==> src/rtl/seri2para_pkg.sv <==
`default_nettype none
// ============================================================================
//  Module      : seri2para_pkg
//  Description : Shared types and default sizing for the serial-to-parallel
//                pixel word assembler.
//  Revision    : 1.0 - initial release
// ============================================================================
package seri2para_pkg;

    // Transfer sequencing states
    typedef enum logic [1:0] {
        ST_IDLE  = 2'd0,
        ST_RUN   = 2'd1,
        ST_DRAIN = 2'd2,
        ST_DONE  = 2'd3
    } state_e;

    // Default geometry: 40 words of 16 bits covers one 640-pixel line
    localparam int DEF_WORD_W    = 16;
    localparam int DEF_NUM_WORDS = 40;

endpackage : seri2para_pkg
`default_nettype wire

==> src/rtl/seri2para.sv <==
`default_nettype none
// ============================================================================
//  Module      : seri2para
//  Description : Collects a serial pixel stream (MSB first) into WORD_W-bit
//                words, presents them through a valid/ready output register
//                and counts NUM_WORDS words per transfer. Words completing
//                while the previous one is still pending are dropped and
//                flagged on a sticky overrun output.
//                Optional build macro SERI2PARA_OVERRUN_CNT_EN adds an 8-bit
//                saturating dropped-word counter on port oOverrunCnt.
//  Revision    : 1.0 - initial release
// ============================================================================
module seri2para
    import seri2para_pkg::*;
#(
    parameter int WORD_W    = DEF_WORD_W,
    parameter int NUM_WORDS = DEF_NUM_WORDS
) (
    input  logic              iCLK,
    input  logic              iRST_n,
    input  logic              iSTART,
    input  logic              iPIXEL,
    input  logic              iVALID,
    output logic [WORD_W-1:0] oWORD,
    output logic              oWORD_VALID,
    input  logic              iWORD_READY,
    output logic              oFinished,
    output logic              oBusy,
`ifdef SERI2PARA_OVERRUN_CNT_EN
    output logic [7:0]        oOverrunCnt,
`endif
    output logic              oOverrun
);

    localparam int c_BIT_W  = (WORD_W > 1) ? $clog2(WORD_W) : 1;
    localparam int c_WCNT_W = $clog2(NUM_WORDS + 1);
    localparam logic [c_BIT_W-1:0]  c_LAST_BIT  = c_BIT_W'(WORD_W - 1);
    localparam logic [c_WCNT_W-1:0] c_LAST_WORD = c_WCNT_W'(NUM_WORDS - 1);

    state_e              state_q,    state_d;
    logic [c_BIT_W-1:0]  bit_cnt_q,  bit_cnt_d;
    logic [c_WCNT_W-1:0] word_cnt_q, word_cnt_d;
    // The bit that completes a word is taken straight from iPIXEL, so the
    // shift register only ever needs to hold WORD_W-1 earlier bits.
    logic [WORD_W-2:0]   shreg_q,    shreg_d;
    logic [WORD_W-1:0]   word_q,     word_d;
    logic                wvalid_q,   wvalid_d;
    logic                ovr_q,      ovr_d;
`ifdef SERI2PARA_OVERRUN_CNT_EN
    logic [7:0]          ovr_cnt_q,  ovr_cnt_d;
`endif

    logic [WORD_W-1:0]   w_next_word;
    logic                w_accept;

    assign w_next_word = {shreg_q, iPIXEL};
    assign w_accept    = wvalid_q & iWORD_READY;

    // Next-state, counter, datapath and handshake decode
    always_comb begin
        state_d    = state_q;
        bit_cnt_d  = bit_cnt_q;
        word_cnt_d = word_cnt_q;
        shreg_d    = shreg_q;
        word_d     = word_q;
        wvalid_d   = wvalid_q;
        ovr_d      = ovr_q;
`ifdef SERI2PARA_OVERRUN_CNT_EN
        ovr_cnt_d  = ovr_cnt_q;
`endif

        // A consumed word frees the output register; a load below overrides
        if (w_accept) begin
            wvalid_d = 1'b0;
        end

        case (state_q)
            ST_IDLE: begin
                if (iSTART) begin
                    bit_cnt_d  = '0;
                    word_cnt_d = '0;
                    shreg_d    = '0;
                    ovr_d      = 1'b0;
`ifdef SERI2PARA_OVERRUN_CNT_EN
                    ovr_cnt_d  = '0;
`endif
                    state_d    = ST_RUN;
                end
            end
            ST_RUN: begin
                if (iVALID) begin
                    shreg_d = w_next_word[WORD_W-2:0];
                    if (bit_cnt_q == c_LAST_BIT) begin
                        bit_cnt_d  = '0;
                        word_cnt_d = word_cnt_q + 1'b1;
                        if (!wvalid_q || iWORD_READY) begin
                            word_d   = w_next_word;
                            wvalid_d = 1'b1;
                        end else begin
                            ovr_d = 1'b1;
`ifdef SERI2PARA_OVERRUN_CNT_EN
                            if (ovr_cnt_q != 8'hFF) begin
                                ovr_cnt_d = ovr_cnt_q + 8'd1;
                            end
`endif
                        end
                        if (word_cnt_q == c_LAST_WORD) begin
                            state_d = ST_DRAIN;
                        end
                    end else begin
                        bit_cnt_d = bit_cnt_q + 1'b1;
                    end
                end
            end
            ST_DRAIN: begin
                if (!wvalid_q || iWORD_READY) begin
                    state_d = ST_DONE;
                end
            end
            ST_DONE: begin
                state_d = ST_IDLE;
            end
            default: begin
                state_d = ST_IDLE;
            end
        endcase
    end

    // State and datapath registers with synchronous active-low reset
    always_ff @(posedge iCLK) begin
        if (!iRST_n) begin
            state_q    <= ST_IDLE;
            bit_cnt_q  <= '0;
            word_cnt_q <= '0;
            shreg_q    <= '0;
            word_q     <= '0;
            wvalid_q   <= 1'b0;
            ovr_q      <= 1'b0;
`ifdef SERI2PARA_OVERRUN_CNT_EN
            ovr_cnt_q  <= '0;
`endif
        end else begin
            state_q    <= state_d;
            bit_cnt_q  <= bit_cnt_d;
            word_cnt_q <= word_cnt_d;
            shreg_q    <= shreg_d;
            word_q     <= word_d;
            wvalid_q   <= wvalid_d;
            ovr_q      <= ovr_d;
`ifdef SERI2PARA_OVERRUN_CNT_EN
            ovr_cnt_q  <= ovr_cnt_d;
`endif
        end
    end

    assign oWORD       = word_q;
    assign oWORD_VALID = wvalid_q;
    assign oOverrun    = ovr_q;
    assign oFinished   = (state_q == ST_DONE);
    assign oBusy       = (state_q != ST_IDLE);
`ifdef SERI2PARA_OVERRUN_CNT_EN
    assign oOverrunCnt = ovr_cnt_q;
`endif

endmodule : seri2para
`default_nettype wire

==> config.mk <==
export PLATFORM = sky130hd
export DESIGN_NAME = seri2para
export DESIGN_NICKNAME = d
export VERILOG_FILES = /design/src/rtl/seri2para_pkg.sv /design/src/rtl/seri2para.sv
export SDC_FILE = /design/constraint.sdc
export NUM_CORES = 1
export LEC_CHECK = 0
export CORE_ASPECT_RATIO = 1.4
export CORE_MARGIN = 5
export CORE_UTILIZATION = 43
export CTS_CLUSTER_DIAMETER = 50
export DETAILED_ROUTE_END_ITERATION = 10
export DONT_BUFFER_PORTS = 1
export GPL_ROUTABILITY_DRIVEN = 0
export PLACE_DENSITY = 0.65
export SLEW_MARGIN = 20
export SYNTH_ARGS = -nofsm -noshare
export SYNTH_HDL_FRONTEND = slang
export SYNTH_SLANG_ARGS = --single-unit
==> constraint.sdc <==
create_clock -name iCLK -period 5.3 [get_ports iCLK]
set_clock_uncertainty 0.2 [all_clocks]
set_input_delay 0.795 -clock iCLK [delete_from_list [all_inputs] [get_ports iCLK]]
set_output_delay 0.795 -clock iCLK [all_outputs]
set_load 0.005 [all_outputs]
# == After elaboration in Yosys (flattened, before gate mapping) ==
# Index checks and enable logic that the tools add are counted.
# word_totals
reg_bits,45
word_cells,58
# op_classes
n_addsub,2
eq_ne,11
mux,27
bitwise,1
n_reduce_logical,10
# op_table
op,n
two-way mux 15 bit,2
one-hot mux 15 bit (2 select lines),1
two-way mux 6 bit,3
two-way mux 4 bit,3
"!= test 2 bit, second input constant",6
one-hot mux 6 bit (2 select lines),1
two-way mux 2 bit,5
AND reduction 5 bit,2
two-way mux 1 bit,9
one-hot mux 2 bit (4 select lines),1
one-hot mux 4 bit (2 select lines),1
AND reduction 4 bit,2
"adder 6 x 1 -> 6 bit, second input constant",1
"equality test 6 bit, second input constant",1
"adder 4 x 1 -> 4 bit, second input constant",1
"equality test 2 bit, second input constant",2
"equality test 4 bit, second input constant",1
nonzero test 2 bit,2
AND reduction 3 bit,1
"equality test 2 x 1 -> 1 bit, second input constant",1
logical NOT 2 bit,1
one-hot mux 1 bit (2 select lines),1
bitwise AND 1 bit,1
logical NOT 1 bit,1
logical OR 1 bit,1

# == Logic depth before layout (Yosys ltp) ==
# logic_depth
word_depth,6
mapped_depth,8

# == Worst setup path after synthesis ==
# OpenSTA, ideal clock, no wires.
# synth_timing
path_type,in2reg
from,input port iWORD_READY
to,register word_q[10] (netlist: oWORD[10])
setup_time_ns,0.116
arrival_time_ns,1.645
slack_ns,3.339
path_stages,6
n_path_buf,2
cell_sequence,nor2b_1 -> nand3b_1 -> buf_4 -> buf_6 -> mux2i_1 -> nor2b_1
# synth_between
elab_chain_len,2
# synth_lines
element,line,source
start: declaration,seri2para.sv:26,"input logic iWORD_READY,"
logical OR 1 bit,seri2para.sv:96,if (!wvalid_q || iWORD_READY) begin
AND reduction 4 bit (no line),n/a,
end signal: assignment,seri2para.sv:147,word_q <= word_d;
end: declaration,seri2para.sv:46,"logic [WORD_W-1:0] word_q, word_d;"
# Every way passes these cells.
# A chain may end at the register's enable or synchronous reset.

# == Final worst setup path ==
# layout_timing
from,register state_q[1]
to,register word_q[3] (netlist: oWORD[3])
# layout_between
elab_chain_len,2
# layout_lines
element,line,source
start: declaration,seri2para.sv:40,"state_e state_q, state_d;"
start signal: assignment,seri2para.sv:143,state_q <= state_d;
equality test 2 x 1 -> 1 bit,seri2para.sv:77,case (state_q)
AND reduction 4 bit (no line),n/a,
# Every way passes these cells.

==> metrics.md <==
| Metric | Value |
|---|---|
| Ys flop type | dfxtp_1 |
| Diode count | 0 |
| Crit-path max FO | 16 |
| CP delay by family, top | simple AND/OR/NAND/NOR gates |
| Max Cap Viol | 0 |
| Non-Filler Instances | 231 |
| Crit path buf inv count | 1 |
| Average cell area after synthesis | 9.95 µm² |
| Yosys top cell area share | 0.484 |
| Critical path class | register to register |
| Yosys top cell by area | dfxtp_1 |
| F_max | 397 MHz |
| Die area | 5760 µm² |
| Max Slew Vio Count | 0 |
| Slew of the pin with the lowest slew margin | 1020 ps |
| First-pass GRT wire length | 6030 µm |
| Simple-gate area share of the yosys netlist | 0.187 |
| Synthesis-to-finish area growth | 4.57% |
| Startpoint Class | register |
| Reg clk slew, reported paths | 90 ps |
| Netlist cell types | 29 |
| Initial antenna violation count | 0 |
| CP max stage delay | 800 ps |
| Share of post-route cells with drive strength above 1 | 0.0699 |
| Finish-stage setup viols | 0 |
| Critical Path Sink Type | register |
| Max transition margin | 0.315 |
| Lkg Pwr | 0.809 nW |
| Pwr Density | 482 nW/µm² |
| GRT overflow | 0 |
| Port bufs | 0 |
| Post-Synth Adder-Cell Area | 0.0403 |
| Part of the Yosys area used for sequential elements | 0.484 |
| Net count after synthesis | 199 |
| Layout Utilization | 0.463 |
| Worst skew pair latency | 300 ps |
| Tot GR Track Use | 0.136 |
| Xor/xnor share of the synthesized area | 0.0330 |
| Minimum clock period | 2520 ps |
| DRT Pass-1 Iters | 4 |
| Total power | 0.938 mW |
| TritonCTS clock tree | yes |
| Total wire length | 3480 µm |
| Iteration-0 DRC Markers | 49 |
| I/O pin count | 26 |
| CTS sink cnt | 45 |
| Seq cells post-synth | 45 |
| Hold crit path type | register to register |
| Cells after Synth | 187 |
| Dpl hpwl | 2510 µm |
| Required time worst endpoint | 5290 ps |
| Critical-path cell list | inv_1 -> ha_1 -> nand3b_1 -> mux2i_1 -> nor2b_1 |
| Core Area | 4200 µm² |
| Via/cell ratio | 5.46 |
| Cells resized by post-CTS repair | 0 |
| Rows | 28 |
| Synth top area cells | dfxtp_1 48%, mux2i_1 11%, nor2b_1 6.7% |
| Hold-fix buffers, CTS | 0 |
| Wire length per cell | 15.1 µm |
| Compound-gate portion of the synthesized area | 0.0955 |
| Final Hold Fails | 0 |
| Starting density of the core | 0.443 |
| EDFF count, synth | 0 |
| Total CTS buffers | 5 |
| TNS Setup | 0 ps |
| # DRC | 0 |
| Status | finished clean |
| CTS root buffer | clkbuf_8 |
| Placed cell count | 223 |
| Mux cell area share after synthesis | 0.115 |
| Deepest clock path buffer count | 2 |
| Period utilisation layout | 0.475 |
| Yosys synthesis warning count | 0 |
| DR vias | 1262 |
| Die Y | 87.8 µm |
| Cell Area, Synth | 1860 µm² |
| Share of flip-flops with an asynchronous set or reset | 0 |
| Crit-path slowest cell | nand3b_1 |
| Setup repair bufs after CTS | 0 |
| Critical Path AT | 2510 ps |
| Post-DRT Antenna Nets | 0 |
| Main combinational cell family by area after synthesis | simple AND/OR/NAND/NOR gates |
| Vias in the first global route | 1320 |
| Overall die width | 65.6 µm |
| Unrepaired setup endpoints after global routing | no |
| Fin nets | 197 |
| CTS H-tree depth | 2 |
| Largest net degree at the start of global routing | 25 |
| VDD IR-drop max | 0.000179 V |
cell type report:
type	instances	area, µm²
Timing Repair Buffer	1	7.51
Tap cell	45	56.3
Sequential cell	45	901
Clock buffer	5	68.8
Clock inverter	3	21.3
Fill cell	411	2260
Multi-Input combinational cell	128	876
Inverter	4	15.0
registers in the layout, indices dropped and copies added (netlist names):
| name | cells |
|---|---|
| oWORD | 16 |
| shreg_q | 15 |
| word_cnt_q | 6 |
| bit_cnt_q | 4 |
| state_q | 2 |
| oOverrun | 1 |
| oWORD_VALID | 1 |
per-layer routing:
metal | GRT usage | up-vias | part of all wire | routed length [µm]
met5 | 0 | - | 0 | 0
met2 | 0.235 | 26 | 0.51 | 1770
met3 | 0.0347 | 6 | 0.049 | 172
li1 | - | 635 | - | -
met4 | 0.0849 | 0 | 0.018 | 62
met1 | 0.148 | 595 | 0.42 | 1470
stage by stage:
| step | instance area, µm² | worst slack [ps] | hold slack [ps] |
|---|---|---|---|
| finish | 1950 | 2780 | 317 |
| global placement | 1860 | 2880 | 279 |
| detailed placement | 1860 | 2780 | 304 |
| floorplan | 1860 | 3340 | 259 |
| global route | 1950 | 2610 | 349 |
| CTS | 1950 | 2780 | 319 |
cells in the mapped netlist (3+ instances only):
master,number
a211oi_1,3
a21oi_1,5
buf_6,3
clkbuf_1,4
dfxtp_1,45
ha_1,6
inv_1,4
mux2i_1,20
nand2_1,7
nand3_1,3
nor2_1,25
nor2b_1,20
o22ai_1,16
xnor2_1,7
cells in the final DEF, fill, tap and decap left out:
master	Yosys	layout
dfxtp_1	45	45
and3_1	1	1
and2_1	1	1
nand2_1	7	7
nand3_1	3	3
nor2_1	25	25
o22ai_1	16	16
clkinv_2	0	1
ha_1	6	6
mux2i_2	1	1
mux2i_1	20	20
inv_6	0	1
xnor2_1	7	7
nor3_1	2	2
o21ai_0	2	2
nand4_4	1	1
inv_1	4	4
nor2b_1	20	20
and4_1	1	1
nand4b_1	1	1
clkinvlp_4	0	1
o21ai_1	1	1
nand3b_1	1	1
a21oi_1	5	5
nor2_2	1	1
a2111oi_2	1	1
clkbuf_8	0	5
a211oi_1	3	3
nand2b_1	2	2
buf_4	2	1
worst paths after layout:
| path | from | endpoint | slack (ps) | cells past startpoint |
|---|---|---|---|---|
| setup / recovery | state_q[1]$_SDFFE_PN0P_ | oWORD[3]$_SDFFE_PN0P_ | 2780 | 5 |
| hold / removal | shreg_q[0]$_SDFFE_PN0P_ | shreg_q[0]$_SDFFE_PN0P_ | 320 | 2 |
| setup reg to reg | state_q[1]$_SDFFE_PN0P_ | oWORD[3]$_SDFFE_PN0P_ | 2780 | 5 |
| hold reg to reg | shreg_q[0]$_SDFFE_PN0P_ | shreg_q[0]$_SDFFE_PN0P_ | 320 | 2 |
where the power goes:
| group | total (mW) | internal, mW | switching, mW | leakage (nW) |
|---|---|---|---|---|
| clock | 0.213 | 0.0935 | 0.120 | 0.0445 |
| sequential | 0.456 | 0.402 | 0.0536 | 0.366 |
| combinational | 0.269 | 0.113 | 0.156 | 0.398 |
| total | 0.938 | 0.608 | 0.329 | 0.809 |
logic make-up (layout without fill, tap and decap cells):
kind of cell,count (synthesis),count (layout)
compound gates,28,28
buf+inv,14,13
flops,45,45
mux,21,21
simple gates,66,66
xor+xnor,7,7
fa+ha+maj,6,6
worst min-delay path, stage by stage (launching register included):
cell     delay [ps]
dfxtp_1         330
o22ai_1         100
nor2_1           50
No activity file was read; power rests on OpenSTA's default activity.
